File: config.mk
export PLATFORM = sky130hd
export DESIGN_NAME = prng_health_fifo_flat
export DESIGN_NICKNAME = d
export VERILOG_FILES = /design/src/rtl/prng_health_fifo_if.sv /design/src/rtl/prng_health_fifo.sv /design/src/flat_wrapper.sv
export SDC_FILE = /design/constraint.sdc
export NUM_CORES = 1
export LEC_CHECK = 0
export ABC_AREA = 1
export CAP_MARGIN = 20
export CORE_ASPECT_RATIO = 0.7
export CORE_MARGIN = 3
export CORE_UTILIZATION = 53
export CTS_CLUSTER_SIZE = 28
export DETAILED_ROUTE_END_ITERATION = 12
export GPL_TIMING_DRIVEN = 0
export PLACE_DENSITY_LB_ADDON = 0.25
export SYNTH_ARGS = -nofsm -noshare
export SYNTH_HDL_FRONTEND = slang
export SYNTH_SLANG_ARGS = --single-unit
File: constraint.sdc
create_clock -name clk -period 3.4 [get_ports clk]
set_input_delay 0.68 -clock clk [delete_from_list [all_inputs] [get_ports clk]]
set_output_delay 0.68 -clock clk [all_outputs]
set_load 0.01 [all_outputs]
File: src/rtl/prng_health_fifo_if.sv
// Generator sample input and valid/ready word output of the PRNG health FIFO.
interface prng_health_fifo_if #(
    parameter int N = 32
);
    logic [N-1:0] rng_data;
    logic         rng_en;
    logic         out_valid;
    logic         out_ready;
    logic [N-1:0] out_data;

    modport master (
        output rng_data, rng_en, out_ready,
        input  out_valid, out_data
    );

    modport slave (
        input  rng_data, rng_en, out_ready,
        output out_valid, out_data
    );
endinterface

File: src/rtl/prng_health_fifo.sv
// PRNG health FIFO: startup discard, repetition-count test, FWFT buffer; PRNG_HEALTH_WHITEN_EN xors in the previous sample.
// Latency: a word sampled at edge t is presented at out_valid/out_data after that edge.
// Backpressure: full FIFO drops samples into drop_cnt unless a pop frees a slot that cycle; a fault flushes and blocks output.
module prng_health_fifo #(
    parameter int N          = 32,
    parameter int DEPTH      = 8,
    parameter int DISCARD    = 16,
    parameter int RCT_CUTOFF = 4
) (
    input  logic                       clk,
    input  logic                       reset_n,
    prng_health_fifo_if.slave          bus,
    input  logic                       clear_fail,
    output logic [$clog2(DEPTH+1)-1:0] fifo_level,
    output logic                       health_fail,
    output logic [7:0]                 drop_cnt
);
    localparam int AW  = $clog2(DEPTH);
    localparam int LW  = $clog2(DEPTH + 1);
    localparam int DCW = $clog2(DISCARD + 1);
    localparam int RW  = $clog2(RCT_CUTOFF + 1);
    localparam logic [LW-1:0]  LVL_FULL  = LW'(DEPTH);
    localparam logic [DCW-1:0] DISC_LAST = DCW'(DISCARD - 1);
    localparam logic [RW-1:0]  CUTOFF    = RW'(RCT_CUTOFF);

    typedef enum logic [1:0] {STARTUP, RUN, FAIL} state_t;

    state_t         state, state_nxt;
    logic [DCW-1:0] disc_cnt;
    logic [RW-1:0]  rep_cnt, rep_nxt;
    logic [N-1:0]   last_sample, wdata;
    logic [N-1:0]   mem [DEPTH];
    logic [AW-1:0]  wr_ptr, rd_ptr;
    logic [LW-1:0]  level;
    logic           sample, trip, pop, push, drop, want_write;

    always_comb begin
        sample     = bus.rng_en && (state != FAIL);
        // rep_cnt==0 marks the first sample after reset/clear: no comparison
        if (rep_cnt != '0 && bus.rng_data == last_sample)
            rep_nxt = (rep_cnt == CUTOFF) ? CUTOFF : rep_cnt + 1'b1;
        else
            rep_nxt = RW'(1);
        trip       = sample && (rep_nxt == CUTOFF);
        pop        = bus.out_valid && bus.out_ready;
        want_write = sample && (state == RUN) && !trip;
        push       = want_write && ((level != LVL_FULL) || pop);
        drop       = want_write && !push;
`ifdef PRNG_HEALTH_WHITEN_EN
        wdata      = bus.rng_data ^ last_sample;
`else
        wdata      = bus.rng_data;
`endif
    end

    always_comb begin
        state_nxt = state;
        case (state)
            STARTUP: begin
                if (trip)
                    state_nxt = FAIL;
                else if (sample && disc_cnt == DISC_LAST)
                    state_nxt = RUN;
            end
            RUN:     if (trip) state_nxt = FAIL;
            FAIL:    if (clear_fail) state_nxt = STARTUP;
            default: state_nxt = STARTUP;
        endcase
    end

    always_ff @(posedge clk or negedge reset_n) begin
        if (!reset_n)
            state <= STARTUP;
        else
            state <= state_nxt;
    end

    always_ff @(posedge clk or negedge reset_n) begin
        if (!reset_n) begin
            disc_cnt    <= '0;
            rep_cnt     <= '0;
            last_sample <= '0;
            drop_cnt    <= '0;
        end else if (state == FAIL) begin
            if (clear_fail) begin
                disc_cnt <= '0;
                rep_cnt  <= '0;
                drop_cnt <= '0;
            end
        end else if (sample) begin
            last_sample <= bus.rng_data;
            rep_cnt     <= rep_nxt;
            if (state == STARTUP)
                disc_cnt <= disc_cnt + 1'b1;
            if (drop && drop_cnt != 8'hFF)
                drop_cnt <= drop_cnt + 1'b1;
        end
    end

    // The cutoff sample flushes the buffer on the same edge that enters FAIL
    always_ff @(posedge clk or negedge reset_n) begin
        if (!reset_n) begin
            wr_ptr <= '0;
            rd_ptr <= '0;
            level  <= '0;
        end else if (trip) begin
            wr_ptr <= '0;
            rd_ptr <= '0;
            level  <= '0;
        end else begin
            if (push)
                wr_ptr <= wr_ptr + 1'b1;
            if (pop)
                rd_ptr <= rd_ptr + 1'b1;
            if (push && !pop)
                level <= level + 1'b1;
            else if (pop && !push)
                level <= level - 1'b1;
        end
    end

    always_ff @(posedge clk) begin
        if (push)
            mem[wr_ptr] <= wdata;
    end

    assign bus.out_valid = (level != '0) && (state != FAIL);
    assign bus.out_data  = mem[rd_ptr];
    assign fifo_level    = level;
    assign health_fail   = (state == FAIL);
endmodule

File: src/flat_wrapper.sv
// flat-port wrapper written by rule: the top's interface ports become plain ports
module prng_health_fifo_flat 
#(
    parameter int N          = 32,
    parameter int DEPTH      = 8,
    parameter int DISCARD    = 16,
    parameter int RCT_CUTOFF = 4
)
  (clk, reset_n, clear_fail, fifo_level, health_fail, drop_cnt, bus_rng_data, bus_rng_en, bus_out_ready, bus_out_valid, bus_out_data);
  prng_health_fifo_if #(.N(N)) bus_i ();
  input  logic clk;
  input  logic reset_n;
  input  logic clear_fail;
  output logic [$clog2(DEPTH+1)-1:0] fifo_level;
  output logic health_fail;
  output logic [7:0] drop_cnt;
  input wire logic [$bits(bus_i.rng_data)-1:0] bus_rng_data;
  input wire logic [$bits(bus_i.rng_en)-1:0] bus_rng_en;
  input wire logic [$bits(bus_i.out_ready)-1:0] bus_out_ready;
  output wire logic [$bits(bus_i.out_valid)-1:0] bus_out_valid;
  output wire logic [$bits(bus_i.out_data)-1:0] bus_out_data;
  assign bus_i.rng_data = bus_rng_data;
  assign bus_i.rng_en = bus_rng_en;
  assign bus_i.out_ready = bus_out_ready;
  assign bus_out_valid = bus_i.out_valid;
  assign bus_out_data = bus_i.out_data;
  prng_health_fifo #(.N(N), .DEPTH(DEPTH), .DISCARD(DISCARD), .RCT_CUTOFF(RCT_CUTOFF)) u_core (.clk(clk), .reset_n(reset_n), .bus(bus_i), .clear_fail(clear_fail), .fifo_level(fifo_level), .health_fail(health_fail), .drop_cnt(drop_cnt));
endmodule
Yosys cells after proc, flatten, opt, wreduce, memory -nomap -nowiden
Memory sizes are Yosys's and may differ from the RTL's. Index checks and enable logic that the tools add are counted.

Flip-flop bits (word level): 60. Memory bits (writable): 256. Bits of input ports: 37. Output and inout port bits: 46. Word-level logic and storage cells: 87. Memories: 1.

$add $sub $neg: 7. Equal/unequal tests: 12. Multiplexer cells: 27. Bitwise operators: 1. Reductions and logical operators: 31.

Memory list: u_core.mem (words 8, bits a word 32, rd ports 1, clocked after memory_dff 0, wr ports 1, RTL line prng_health_fifo.sv:32) `logic [N-1:0] mem [DEPTH];`.

Operator list (count): $eq A32 B32 Y1 (1); $mux W8 (4); $mux W3 (9); $mux W5 (4); $logic_and A1 B1 Y1 (13); $mux W4 (3); $reduce_bool A2 Y1 (5); $add A3 B1 Y3 const B (3); $reduce_and A3 Y1 (3); $add A8 B1 Y8 const B (1); $mux W2 (4); $ne A8 B8 Y1 const B (1); $eq A3 B3 Y1 const B (2); $pmux W2 S3 (1); $reduce_bool A3 Y1 (2); $add A5 B1 Y5 const B (1); $eq A5 B4 Y1 const B (1); $add A4 B1 Y4 const B (1); $ne A2 B2 Y1 const B (2); $ne A4 B4 Y1 const B (1); $reduce_and A2 Y1 (2); $reduce_bool A4 Y1 (1); $sub A4 B1 Y4 const B (1); $logic_not A1 Y1 (3); other kinds (8) (9).

Logic depth before layout (Yosys ltp)
Word-level depth: 14. Mapped depth: 22. Depth with buffers taken out: 22.

Worst setup path before layout
Ideal clock, no wire load.

Path kind: input to register. From: in bus_rng_data[7]. To: mem u_core.mem[0][0] (enable). Setup time: 0.421 ns. Arrival: 2.835 ns. Required time: 2.979 ns. Path slack: 0.144 ns. Stages on the path: 13. Buffers on the path: 0. Path through: inv_1 nand2_1 nand2_1 nor2_1 nand2_1 nor2_4 nand2_2 nor2_4 nand4_4 nand3_2 inv_2 nand2_4 nor2_1.

Longest elaborated chain between the ends: 10.

Ends and longest elaborated chain: start: declaration (RTL line flat_wrapper.sv:17) `input wire logic [$bits(bus_i.rng_data)-1:0] bus_rng_data;`; $eq A32 B32 Y1 (RTL line prng_health_fifo.sv:40) `if (rep_cnt != '0 && bus.rng_data == last_sample)`; $logic_and A1 B1 Y1 (RTL line prng_health_fifo.sv:40); $mux W3 (RTL line prng_health_fifo.sv:40); $eq A3 B3 Y1 (RTL line prng_health_fifo.sv:44) `trip = sample && (rep_nxt == CUTOFF);`; $logic_and A1 B1 Y1 (RTL line prng_health_fifo.sv:44); $logic_not A1 Y1 (RTL line prng_health_fifo.sv:46) `want_write = sample && (state == RUN) && !trip;`; $logic_and A1 B1 Y1 (RTL line prng_health_fifo.sv:46); $logic_and A1 B1 Y1 (RTL line prng_health_fifo.sv:47) `push = want_write && ((level != LVL_FULL) || pop);`; $mux W1 (RTL line prng_health_fifo.sv:123) `if (push)`; $mux W1 (implied by the code) (RTL line prng_health_fifo.sv:124) `mem[wr_ptr] <= wdata;`; end: declaration (RTL line prng_health_fifo.sv:32).

Every way passes these cells.

Worst setup path in the final report
From: reg u_core.rd_ptr[0]. To: out bus_out_data[27].

Longest elaborated chain between the ends: 1.

Ends and longest elaborated chain: start: declaration (RTL line prng_health_fifo.sv:33) `logic [AW-1:0] wr_ptr, rd_ptr;`; start signal: assignment (RTL line prng_health_fifo.sv:114) `rd_ptr <= rd_ptr + 1'b1;`; $mem_v2 Z8 W32; end: declaration (RTL line flat_wrapper.sv:21) `output wire logic [$bits(bus_i.out_data)-1:0] bus_out_data;`.

Every way passes these cells.

==> flow_metrics.py <==
metrics = {
    "run_status": {
        "status": "completed",
    },
    "power": {
        "vdd_drop_max_uv": 456.2,
        "p_leak_nw": 6.208,
        "finalPower_mw": 12.87,
        "power_density_nw_per_um2": 810.9,
    },
    "floorplanning": {
        "io_pins": 83,
        "fp.dieArea_um2": 27010,
        "die_y_um": 138.4,
        "start_util_pct": 55.05,
        "row_count": 47,
        "core_area_um2": 24110,
        "die_w_um": 195.1,
    },
    "timing": {
        "slew_viol_final": 0,
        "tns_ns": 0,
        "tightest_slew_ns": 0.8206,
        "min_period_over_period_pct": 97.02,
        "hold_violations": 0,
        "rsz0062_at_grt": "true",
        "max_freq_mhz": 303.2,
        "setup_viol": 0,
        "fin_worst_skew_ns": 0.01014,
        "setup_ws_ns": 0.1015,
        "slew_headroom_pct": 45.29,
        "fin_crit_ns": 3.299,
    },
    "final_layout": {
        "drive_gt1_share_pct": 11.33,
        "design_area_um2": 15870,
        "area_growth_pct": 19.56,
        "final_nets": 1332,
        "fillerInstances": 1837,
        "n_antenna_cell": 0,
        "final_core_util_pct": 65.82,
    },
    "global_routing": {
        "grt.total_usage_pct": 23.60,
        "grt_max_degree": 61,
        "antenna_found_initial": 0,
        "grt_pass1_wl_um": 50140,
        "grt_pass1_vias": 8850,
        "overflow": 0,
    },
    "clocking": {
        "cts_buffers": 29,
        "hold_buffers": 0,
        "postCtsSetupBuffers": 0,
        "clk_path_buf_depth": 3,
        "clockRootBuffer": "clkbuf_16",
        "clkTransAtPathRegs_ns": 0.06,
        "cts_tree": "built",
        "clock_latency_ns": 0.55,
        "cts.htree.levels": 1,
        "cts.sinks": 316,
    },
    "drt": {
        "postRouteAntennaNets": 0,
        "routedWlPerCell_um": 19.72,
        "vias": 9108,
        "wl_um": 32030,
        "vias_per_cell": 5.608,
        "drt_iter0_drc": 1035,
        "drt_pass1_iterations": 5,
        "post-route-drc-count": 0,
    },
    "placement": {
        "placed_area_um2": 14770,
        "gp_congestion": 0.8174,
        "port_buffers": 82,
        "dp_hpwl_um": 21070,
        "place_ws_ns": -0.5417,
    },
    "logic_synthesis": {
        "yosys.area.top_type": "edfxtp_1",
        "synth_seq_cells": 316,
        "synth.avg_cell_area_um2": 11.41,
        "yosysWarnings": 0,
        "syn-num-nets": 1211,
        "synth.top_cell.area_share_pct": 57.92,
        "netlist_area_um2": 13270,
        "yosysSeqAreaShare_pct": 69.23,
        "synthCells": 1163,
        "synth.area.top_cells": "edfxtp_1 (58%), dfrtp_1 (11%), nor2_1 (7.3%), o21ai_0 (5.7%), nand2_1 (3.5%)",
        "synth_cell_type_count": 39,
    },
    "min_path": {
        "hold_class": "in -> async",
    },
    "critical_path": {
        "end_kind": "output port",
        "worstSetupStartpointType": "register",
        "max_stage_delay_ns": 0.56,
        "critPathArrivalTime_ns": 2.62,
        "required_ns": 2.72,
        "path_class": "reg -> out",
        "crit_chain": "inv_2 -> buf_4 -> buf_4 -> buf_6 -> nor2_1 -> o22ai_1 -> nor2_1 -> a31oi_1 -> clkdlybuf4s50_1",
        "worstPathMaxFanout": 10,
        "crit_slowest_cell": "clkdlybuf4s50_1",
    },
    "job": {
        "maxCapViolCount": 0,
    },
}
-- synth_stat cells, drive strengths merged --
cell / n
nor3b: 1
mux2: 15
o31ai: 1
buf: 16
nand2: 131
xnor2: 16
fa: 1
o21ai: 153
ha: 10
clkbuf: 40
clkinv: 1
o41ai: 1
o21bai: 1
nor3: 6
nor2: 264
mux2i: 1
nand4: 5
inv: 75
o22ai: 35
a31oi: 33
nand3: 25
dfrtp: 60
a21oi: 11
edfxtp: 256
a21boi: 1
xor2: 4
-- critical path: cells and delay by family (launching register included) --
kind / cells / cell delay [ns]
buf+inv: 5 / 1.17
simple gates: 2 / 0.12
compound gates: 2 / 0.32
flops: 1 / 0.44
-- per-layer routing --
| layer | wire [um] | global-route usage, % | vias to the layer above |
|---|---|---|---|
| met2 | 13990 | 35.41 | 408 |
| met1 | 14380 | 36.77 | 4369 |
| met3 | 2990 | 3.648 | 51 |
| li1 | - | - | 4280 |
| met4 | 660 | 5.549 | 0 |
| met5 | 0 | 0 | - |
-- kinds of logic (layout without fill, tap and decap cells) --
| group | count (synthesis) | after routing | synth area share (%) |
|---|---|---|---|
| simple gates | 432 | 432 | 13.46 |
| buf+inv | 132 | 275 | 3.893 |
| compound gates | 236 | 236 | 9.653 |
| xor+xnor | 20 | 20 | 1.320 |
| flops | 316 | 316 | 69.23 |
| fa+ha+maj | 11 | 11 | 1.094 |
| mux | 16 | 16 | 1.348 |
-- state kept, by name, summed over array words and instances (netlist names) --
name                cells
u_core.mem            256
u_core.last_sample     32
u_core.drop_cnt         8
u_core.disc_cnt         5
u_core.fifo_level       4
u_core.rd_ptr           3
u_core.rep_cnt          3
u_core.wr_ptr           3
u_core.state            2
-- final cells by class --
cell class / instances / area, um2 / share of cell area, %
clock inverter: 16 / 123.9 / 0.7806
sequential: 316 / 9190 / 57.91
inverter: 76 / 285.3 / 1.798
multi-input combinational: 715 / 3656 / 23.04
timing repair buffer: 90 / 1126 / 7.096
tap: 318 / 397.9 / 2.507
buffer: 56 / 324.1 / 2.042
clock buffer: 37 / 765.7 / 4.825
-- timing repair --
item                       in CTS  in global routing
setup endpoints to repair      32                 30
gates resized for setup        41                 79
hold endpoints to repair        0                  0
-- worst paths after layout --
check                                                      to  cells after the start                              start  slack [ns]
max                                          bus_out_data[27]                      9       u_core.rd_ptr[0]$_DFFE_PN0P_        0.10
min                        u_core.last_sample[15]$_DFFE_PN0P_                      1                            reset_n        0.20
max reg2reg                  u_core.fifo_level[3]$_DFFE_PN0P_                     22      u_core.rep_cnt[0]$_DFFE_PN0P_        0.20
min reg2reg                 u_core.last_sample[4]$_DFFE_PN0P_                      2  u_core.last_sample[4]$_DFFE_PN0P_        0.52
max in group asynchronous        u_core.rd_ptr[0]$_DFFE_PN0P_                      1                            reset_n        2.59
min in group clk            u_core.last_sample[4]$_DFFE_PN0P_                      2  u_core.last_sample[4]$_DFFE_PN0P_        0.52
-- through the flow --
| step | cells | hold slack (ns) |
|---|---|---|
| 5_1_grt | 1624 | 0.2808 |
| 3_3_place_gp | 1563 | 0.4890 |
| 3_5_place_dp | 1571 | 0.5055 |
| 4_1_cts | 1624 | 0.2369 |
| 2_1_floorplan | 1163 | 0.3844 |
| 6_report | 1624 | 0.2037 |
-- power breakdown --
group | leakage, nW | switching [mW] | total (mW) | internal (mW)
sequential | 3.05 | 0.196 | 4.89 | 4.69
combinational | 2.72 | 2.99 | 4.87 | 1.88
clock | 0.438 | 1.37 | 3.11 | 1.73
total | 6.21 | 4.56 | 12.9 | 8.30
-- layout by cell type, fill, tap and decap left out, types with 10 or more instances in the layout --
cell type	Yosys	routed
inv_1	69	69
clkbuf_2	0	16
dfrtp_1	60	59
nand3_1	22	22
buf_4	0	10
a21oi_1	10	10
o22ai_1	35	35
nand2_1	123	123
nor2_1	259	250
buf_2	11	12
ha_1	10	10
clkdlybuf4s50_1	0	43
mux2_2	15	15
clkbuf_16	0	29
dlymetal6s2s_1	0	36
edfxtp_1	256	256
a31oi_1	33	30
clkbuf_1	40	16
nor2_4	2	10
xnor2_1	16	15
o21ai_0	151	151
(Power assumes the default switching activity.)
